===== config.mk =====
export PLATFORM = sky130hd
export DESIGN_NAME = rs_wakeup_queue
export DESIGN_NICKNAME = d
export VERILOG_FILES = /design/src/rtl/rs_wakeup_queue.sv
export SDC_FILE = /design/constraint.sdc
export NUM_CORES = 2
export LEC_CHECK = 0
export BUFFER_PORTS_ARGS = -buffer_cell sky130_fd_sc_hd__buf_2
export CELL_PAD_IN_SITES_DETAIL_PLACEMENT = 1
export CELL_PAD_IN_SITES_GLOBAL_PLACEMENT = 1
export CORE_ASPECT_RATIO = 0.6
export CORE_UTILIZATION = 25
export CTS_CLUSTER_DIAMETER = 60
export DETAILED_ROUTE_END_ITERATION = 8
export PLACE_DENSITY = 0.46
export SLEW_MARGIN = 20
export SYNTH_ARGS = -nofsm -noshare
export SYNTH_HDL_FRONTEND = slang
export SYNTH_SLANG_ARGS = --single-unit

===== constraint.sdc =====
create_clock -name clk -period 2.9 [get_ports clk]
set_input_delay 0.145 -clock clk [delete_from_list [all_inputs] [get_ports clk]]
set_output_delay 0.145 -clock clk [all_outputs]
set_load 0.02 [all_outputs]

===== src/rtl/rs_wakeup_queue.sv =====
// rtl/rs_wakeup_queue.sv - reservation-station wakeup queue with CDB capture and oldest-ready issue
//
// Holds up to DEPTH dispatched instructions. Missing operands are captured from an
// N-wide common data bus by ROB tag, including in the allocation cycle itself.
// The oldest fully ready entry is presented for issue.
//
// Ports:
//   clk, rst_n      clock; asynchronous active-low reset
//   flush           discard every entry; concurrent alloc/issue are ignored
//   alloc_*         dispatch side: valid/ready handshake, payload, operand values, tags, ready bits
//   cdb_*           per-channel broadcast valid, ROB tag and value
//   issue_*         functional-unit side: valid/ready handshake, payload and operands
//   count           number of occupied entries
module rs_wakeup_queue #(
  parameter int DEPTH      = 4,
  parameter int CDB_SIZE   = 2,
  parameter int N_OPERANDS = 2,
  parameter int DATA_WIDTH = 32,
  parameter int TAG_WIDTH  = 4,
  parameter int PAYLOAD_W  = 64
) (
  input  logic                             clk,
  input  logic                             rst_n,
  input  logic                             flush,
  input  logic                             alloc_valid,
  output logic                             alloc_ready,
  input  logic [PAYLOAD_W-1:0]             alloc_payload,
  input  logic [N_OPERANDS*DATA_WIDTH-1:0] alloc_opnd,
  input  logic [N_OPERANDS*TAG_WIDTH-1:0]  alloc_tag,
  input  logic [N_OPERANDS-1:0]            alloc_rdy,
  input  logic [CDB_SIZE-1:0]              cdb_valid,
  input  logic [CDB_SIZE*TAG_WIDTH-1:0]    cdb_tag,
  input  logic [CDB_SIZE*DATA_WIDTH-1:0]   cdb_value,
  output logic                             issue_valid,
  input  logic                             issue_ready,
  output logic [PAYLOAD_W-1:0]             issue_payload,
  output logic [N_OPERANDS*DATA_WIDTH-1:0] issue_opnd,
  output logic [$clog2(DEPTH+1)-1:0]       count
);

  localparam int CW = $clog2(DEPTH+1);
  localparam logic [CW-1:0] FULL = CW'(DEPTH);

  logic [DEPTH-1:0]                 valid;
  logic [PAYLOAD_W-1:0]             pay   [DEPTH];
  logic [N_OPERANDS*DATA_WIDTH-1:0] opnd  [DEPTH];
  logic [N_OPERANDS*TAG_WIDTH-1:0]  tag   [DEPTH];
  logic [N_OPERANDS-1:0]            rdy   [DEPTH];
  // older[i][j] = 1 means entry i was allocated before entry j
  logic [DEPTH-1:0]                 older [DEPTH];

  logic [DEPTH-1:0]                 ready_all;
  logic [DEPTH-1:0]                 sel;
  logic [DEPTH-1:0]                 alloc_oh;
  logic                             slot_found;
  logic                             alloc_fire;
  logic                             issue_fire;
  logic [N_OPERANDS-1:0]            wk_hit [DEPTH];
  logic [N_OPERANDS*DATA_WIDTH-1:0] wk_val [DEPTH];
  logic [N_OPERANDS-1:0]            bp_hit;
  logic [N_OPERANDS*DATA_WIDTH-1:0] bp_val;

  assign alloc_ready = (count != FULL);
  assign issue_valid = |ready_all;
  assign alloc_fire  = alloc_valid & alloc_ready & ~flush;
  assign issue_fire  = issue_valid & issue_ready & ~flush;

  // Oldest-ready select: an entry wins when no other ready entry is older than it.
  always_comb begin
    ready_all = '0;
    sel       = '0;
    for (int d = 0; d < DEPTH; d++) begin
      ready_all[d] = valid[d] & (&rdy[d]);
    end
    for (int i = 0; i < DEPTH; i++) begin
      sel[i] = ready_all[i];
      for (int j = 0; j < DEPTH; j++) begin
        if (j != i && ready_all[j] && older[j][i]) begin
          sel[i] = 1'b0;
        end
      end
    end
  end

  // Mask-and-OR output mux; zero when nothing is selected.
  always_comb begin
    issue_payload = '0;
    issue_opnd    = '0;
    for (int d = 0; d < DEPTH; d++) begin
      if (sel[d]) begin
        issue_payload = issue_payload | pay[d];
        issue_opnd    = issue_opnd | opnd[d];
      end
    end
  end

  // Lowest-index free slot, one-hot. Uses registered valid, so a slot freed by this
  // cycle's issue is not reused until the next cycle.
  always_comb begin
    alloc_oh   = '0;
    slot_found = 1'b0;
    for (int d = 0; d < DEPTH; d++) begin
      if (!valid[d] && !slot_found) begin
        alloc_oh[d] = 1'b1;
        slot_found  = 1'b1;
      end
    end
  end

  // CDB tag match for resident entries (wakeup) and for the incoming instruction (bypass).
  always_comb begin
    bp_hit = '0;
    bp_val = '0;
    for (int d = 0; d < DEPTH; d++) begin
      wk_hit[d] = '0;
      wk_val[d] = '0;
    end
    for (int j = 0; j < N_OPERANDS; j++) begin
      for (int i = 0; i < CDB_SIZE; i++) begin
        if (cdb_valid[i] && cdb_tag[i*TAG_WIDTH +: TAG_WIDTH] == alloc_tag[j*TAG_WIDTH +: TAG_WIDTH]) begin
          bp_hit[j] = 1'b1;
          bp_val[j*DATA_WIDTH +: DATA_WIDTH] = bp_val[j*DATA_WIDTH +: DATA_WIDTH]
                                             | cdb_value[i*DATA_WIDTH +: DATA_WIDTH];
        end
        for (int d = 0; d < DEPTH; d++) begin
          if (cdb_valid[i] && cdb_tag[i*TAG_WIDTH +: TAG_WIDTH] == tag[d][j*TAG_WIDTH +: TAG_WIDTH]) begin
            wk_hit[d][j] = 1'b1;
            wk_val[d][j*DATA_WIDTH +: DATA_WIDTH] = wk_val[d][j*DATA_WIDTH +: DATA_WIDTH]
                                                  | cdb_value[i*DATA_WIDTH +: DATA_WIDTH];
          end
        end
      end
    end
  end

  always_ff @(posedge clk or negedge rst_n) begin
    if (!rst_n) begin
      valid <= '0;
      count <= '0;
      for (int d = 0; d < DEPTH; d++) begin
        pay[d]   <= '0;
        opnd[d]  <= '0;
        tag[d]   <= '0;
        rdy[d]   <= '0;
        older[d] <= '0;
      end
    end else if (flush) begin
      valid <= '0;
      count <= '0;
    end else begin
      for (int d = 0; d < DEPTH; d++) begin
        if (alloc_fire && alloc_oh[d]) begin
          valid[d] <= 1'b1;
          pay[d]   <= alloc_payload;
          tag[d]   <= alloc_tag;
          // New entry is younger than everything else.
          older[d] <= '0;
          for (int i = 0; i < DEPTH; i++) begin
            if (i != d) begin
              older[i][d] <= 1'b1;
            end
          end
          for (int j = 0; j < N_OPERANDS; j++) begin
            if (alloc_rdy[j]) begin
              opnd[d][j*DATA_WIDTH +: DATA_WIDTH] <= alloc_opnd[j*DATA_WIDTH +: DATA_WIDTH];
              rdy[d][j] <= 1'b1;
            end else if (bp_hit[j]) begin
              opnd[d][j*DATA_WIDTH +: DATA_WIDTH] <= bp_val[j*DATA_WIDTH +: DATA_WIDTH];
              rdy[d][j] <= 1'b1;
            end else begin
              opnd[d][j*DATA_WIDTH +: DATA_WIDTH] <= '0;
              rdy[d][j] <= 1'b0;
            end
          end
        end else begin
          if (issue_fire && sel[d]) begin
            valid[d] <= 1'b0;
          end
          for (int j = 0; j < N_OPERANDS; j++) begin
            if (valid[d] && !rdy[d][j] && wk_hit[d][j]) begin
              opnd[d][j*DATA_WIDTH +: DATA_WIDTH] <= wk_val[d][j*DATA_WIDTH +: DATA_WIDTH];
              rdy[d][j] <= 1'b1;
            end
          end
        end
      end
      case ({alloc_fire, issue_fire})
        2'b10:   count <= count + CW'(1);
        2'b01:   count <= count - CW'(1);
        default: count <= count;
      endcase
    end
  end

endmodule


**Word level (Yosys, flattened, before mapping)**

Cells that the tools add are included.

- Input bits: 217
- Output and inout port bits: 133
- Register bits after elaboration: 571
- Logic and storage cells: 327

- Equal/unequal tests: 23
- Add/subtract/negate cells: 2
- Bitwise operators: 25
- Reductions and logical operators: 114
- Multiplexer cells: 122

Operators by type and width:

| operator | number |
|---|---|
| 2-to-1 mux 32 bit | 32 |
| 2-to-1 mux 64 bit | 12 |
| OR 64 bit | 6 |
| OR 32 bit | 10 |
| equality test 4 bit | 20 |
| 2-to-1 mux 1 bit | 67 |
| logical AND 1 bit | 59 |
| AND reduction 2 bit | 22 |
| nonzero test 2 bit | 14 |
| 2-to-1 mux 4 bit | 4 |
| nonzero test 3 bit | 5 |
| zero test 1 bit | 13 |
| AND 1 bit | 8 |
| 2-to-1 mux 2 bit | 4 |
| 2-to-1 mux 3 bit | 2 |
| one-hot mux 3 bit (2 select lines) | 1 |
| OR reduction 4 bit | 1 |
| adder 3 x 1 -> 3 bit, second input constant | 1 |
| != test 3 bit, second input constant | 1 |
| subtractor 3 x 1 -> 3 bit, second input constant | 1 |
| equality test 2 x 1 -> 1 bit, second input constant | 1 |
| equality test 2 bit, second input constant | 1 |
| NOT 1 bit | 1 |

**Logic depth before layout (Yosys ltp)**

- Word-level depth: 13
- Mapped depth: 10
- Mapped depth without buffers: 7

**Least setup slack after synthesis**

Ideal clock, no wire load.

- Path type: register to register
- Start: reg rdy[3] (netlist name)
- End: reg count[2]
- Library setup time: 0.078 ns
- Path buffers: 1
- Data required time: 2.822 ns
- Clock period less this slack: 2.565 ns
- Arrival: 2.487 ns
- Cell stages (with the launch flop): 9
- Path slack: 0.335 ns
- Cells stage by stage: dfrtp_1 and3_1 clkbuf_1 o41ai_2 nor3b_1 fa_1 or3b_2 a21o_1 a21oi_1

- Longest elaborated chain between the ends: 8
- Elaborated cells on any way between the ends: 10
- Those cells by class: 2 x eq/ne; 2 x mux; 3 x bitwise; 3 x reduce/logical

RTL lines:

| item | line | source |
|---|---|---|
| from (decl) | 48 | `logic [N_OPERANDS-1:0] rdy [DEPTH];` |
| from (signal, indexed assignment) | 144 | `rdy[d] <= '0;` |
| from (signal, indexed assignment) | 166 | `rdy[d][j] <= 1'b1;` |
| from (signal, indexed assignment) | 169 | `rdy[d][j] <= 1'b1;` |
| AND reduction 2 bit (*) | 73 | `ready_all[d] = valid[d] & (&rdy[d]);` |
| AND 1 bit (*) | 73 |  |
| OR reduction 4 bit (*) | 64 | `assign issue_valid = \|ready_all;` |
| AND 1 bit (*) (2 in a row) | 66 | `assign issue_fire = issue_valid & issue_ready & ~flush;` |
| equality test 2 x 1 -> 1 bit or equality test 2 bit (tied branches) | 187 | `case ({alloc_fire, issue_fire})` |
| one-hot mux 3 bit (2 select lines) | 187 |  |
| 2-to-1 mux 3 bit | 147 | `end else if (flush) begin` |
| to (signal assigned) | 188 | `2'b10: count <= count + CW'(1);` |
| to (signal assigned) | 189 | `2'b01: count <= count - CW'(1);` |
| to (signal assigned) | 190 | `default: count <= count;` |
| to (decl) | 38 | `output logic [$clog2(DEPTH+1)-1:0] count` |

Every way passes the cells marked *; elsewhere a longest branch is shown, timed or not.
A chain may end at the register's enable or synchronous reset.

**Worst setup path in the final report**

- Start: reg rdy[1] (netlist name)
- End: out issue_opnd[45]

- Longest elaborated chain between the ends: 11
- Elaborated cells on any way between the ends: 18
- Those cells by class: 10 x mux; 4 x bitwise; 4 x reduce/logical

RTL lines:

| item | line | source |
|---|---|---|
| AND reduction 2 bit (*) | 73 |  |
| AND 1 bit (*) | 73 |  |
| logical AND 1 bit | 78 | `if (j != i && ready_all[j] && older[j][i]) begin` |
| 2-to-1 mux 1 bit | 78 |  |
| 2-to-1 mux 64 bit | 90 | `if (sel[d]) begin` |
| OR 64 bit | 92 | `issue_opnd = issue_opnd \| opnd[d];` |
| 2-to-1 mux 64 bit | 90 |  |
| OR 64 bit | 92 |  |
| 2-to-1 mux 64 bit | 90 |  |
| OR 64 bit | 92 |  |
| 2-to-1 mux 64 bit (*) | 90 |  |
| to (decl) | 37 | `output logic [N_OPERANDS*DATA_WIDTH-1:0] issue_opnd,` |

Marks and branches as above.

==> results.ini <==
[run_status]
status=finished clean

[setup_path]
max_stage_delay_ns=0.40
path_cells=and3_4 -> a22oi_2 -> and3_4 -> buf_16 -> buf_4 -> a22oi_1 -> nand2_1 -> buf_2
cp-end-kind=primary output
r2r_setup_slack_ns=0.13
crit_path_frequent_cell=and3_4
critPathTopFamily=simple AND/OR/NAND/NOR gates
arrival_ns=2.67
required_ns=2.76
ff2ff_path_depth=8
startpoint_type=flop
crit_fanout=14
worst-path-buf-inv=3
path_depth=8
worstSetupPathType=flop to primary output
cpMaxStageDelayCell=dfrtp_1

[global_routing]
grt_pass1_wl_um=260000
antenna_found_initial=19
grt_max_degree=91
grt_use_met2_pct=39.6
busiest_layer=met1
grt_pass1_vias=34202
met3_usage_pct=7.01
gr-usage-met1_pct=42.7
grt_overflow_total=0
grt_util_all_layers_pct=28.4

[timing]
slew_violations=0
slew_headroom_pct=44.3
fmax_mhz=355
rsz0062_at_grt=true
finalCritPeriodShare_pct=97.2
holdWs_ns=0.0432
clock_skew_ns=0.0301
hold_viol=0
fin_crit_ns=2.82
finalSetupViolations=0
tightest_slew_ns=0.832

[synth]
synthFlopType=dfrtp_1
synth_cell_type_count=54
syn_area_um2=31000
synth_area_per_cell_um2=8.36
async_flop_share_pct=100
seq_area_frac_synth_pct=46.1
synth_warnings=0
synth_nets=3927
syn_inst=3709
synth_edf_count=0
ys_ff_latch=571

[cells_and_area]
nNetsFinal=4424
syn_to_final_growth_pct=32.6
drive_above_1_share_pct=17.2
n_fill_cell=14156
utilization_pct=33.6

[routing]
routedWlPerCell_um=31.0
drc=0
first_pass_iters=6
vias=33477
drtAntennaViolNets=0
vias_per_cell=5.70
drt-initial-drc-count=3512
routed_wl_um=182000

[cts]
clk_pin_slew_worst_paths_ns=0.06
cts_buffer_depth=3
cts_buffers=69
clkSinkCount=571
cts_root_buf=clkbuf_16
tritoncts=built
clk_latency_ns=0.67
htree_levels=3

[power_and_ir_drop]
p_leak_uw=0.0188
max-vdd-ir-drop_v=0.000462
power_uw=26600
power_density_nw_per_um2=646

[floorplan]
die_h_um=275
io_pins=350
start_util_pct=25.4
core-area_um2=122000
rows=99
die-width_um=457
dieArea_um2=126000

[placement]
dp_hpwl_um=106000
gp_congestion=0.813
io_buffers=349

[hold_path]
worstHoldPathCells=4
hp-class=primary input to flop

[flow_run]
cap_violations=0

==> synth_stat cells, types with 2 or more instances <==
library cell,count,area share [%]
buf_2,44,0.71
nand2b_1,28,0.56
a221oi_1,35,0.99
or2_2,2,0.040
xor2_1,29,0.82
a221o_1,22,0.71
o21a_1,6,0.15
o32ai_1,33,0.93
and2_1,32,0.65
nand2_1,1133,14
o221ai_1,181,5.1
dfrtp_1,571,46
a222oi_1,27,0.87
o2111ai_1,7,0.20
o22ai_1,69,1.4
nand3_1,13,0.21
nor2_1,26,0.31
xnor2_1,32,0.90
inv_1,247,3.0
a22oi_1,288,7.0
a32oi_1,91,2.6
and3_1,12,0.24
nand4_1,41,0.83
nor3_1,7,0.11
a2bb2oi_1,3,0.085
a21o_1,2,0.048
buf_1,25,0.30
o21ai_0,162,2.6
nor2b_1,11,0.22
a21oi_1,6,0.097
buf_6,3,0.11
clkbuf_1,286,3.5
a32o_1,3,0.097
or4_1,3,0.073
a211oi_1,2,0.048
or3_1,2,0.040
o221a_2,2,0.073
o22a_1,2,0.056
nor4_1,204,4.1
nor3b_1,3,0.073
==> power by group <==
group | total (uW) | internal, uW | switching [uW]
Sequential | 10700 | 9600 | 1070
Clock | 8980 | 5050 | 3930
Combinational | 6910 | 2380 | 4540
Total | 26600 | 17000 | 9540
==> final timing paths <==
path | end | start
hold / removal | opnd[94]$_DFFE_PN0P_ | cdb_value[30]
min in group asynchronous | opnd[202]$_DFFE_PN0P_ | rst_n
setup reg to reg | opnd[158]$_DFFE_PN0P_ | count[2]$_DFFE_PN0P_
hold reg to reg | pay[249]$_DFFE_PN0P_ | pay[249]$_DFFE_PN0P_
setup / recovery | issue_opnd[45] | rdy[1]$_DFFE_PN0P_
max in group asynchronous | pay[86]$_DFFE_PN0P_ | rst_n
==> per-stage QoR <==
step / cells / setup WS [ns] / instance area, um2 / TNS, ns
floorplan: 3709 / 0.335 / 31000 / 0
global placement: 5483 / 0.335 / 35800 / 0
detailed placement: 5483 / 0.289 / 35800 / 0
CTS: 5858 / 0.00383 / 40900 / 0
global route: 5875 / -0.0183 / 41100 / -0.0183
finish: 5876 / 0.0822 / 41100 / 0
==> cell families after synthesis <==
logic type	share of synthesized area [%]
compound gates	23.2
buf+inv	7.60
simple gates	21.3
xor+xnor	1.72
mux	0.0323
fa+ha+maj	0.0646
flops	46.1
==> routing by layer <==
layer,part of all wire [%],wire length (um)
met1,48,88000
met2,40,73100
met3,9.1,16600
met4,2.5,4490
met5,0.018,33
==> cell usage in the layout (no fill, tap or decap), types with 69 or more instances in the layout <==
master         count
a22oi_1          285
dlygate4sd3_1    231
o21ai_0          162
nor4_1           203
buf_2            341
o22ai_1           69
o221ai_1         180
dfrtp_1          568
a32oi_1           91
inv_1            247
clkbuf_16         75
buf_4            128
nand2_1         1122
==> registers in the layout, indices dropped and copies added, names as in the netlist <==
register  count
count         3
older        12
opnd        256
pay         256
rdy           8
tag          32
valid         4
==> tightest hold or removal path: cells and delay by family <==
| kind | cells | cell delay (ns) |
|---|---|---|
| buffers and inverters | 1 | 0.13 |
| AOI/OAI and AO/OA | 2 | 0.31 |
| and+or+nand+nor | 1 | 0.08 |
==> area by class of cell <==
class	count	area, um2	share of cell area (%)
repair buffers	785	6810	16.6
diodes	5	12.5	0.0304
multi-input cells	2531	14900	36.1
flip-flops and latches	571	14300	34.8
clock inverters	23	246	0.599
clock buffers	97	1940	4.73
well taps	1616	2020	4.92
inverters	248	931	2.26
==> what timing repair did <==
item,in CTS,in global routing
pin swaps,2,3
endpoints found under the hold margin,825,0
gates cloned,8,4
hold buffers,232,0
setup buffers,15,9
resized for setup,39,15
endpoints found under the setup margin,128,106
(Power assumes the default switching activity.)
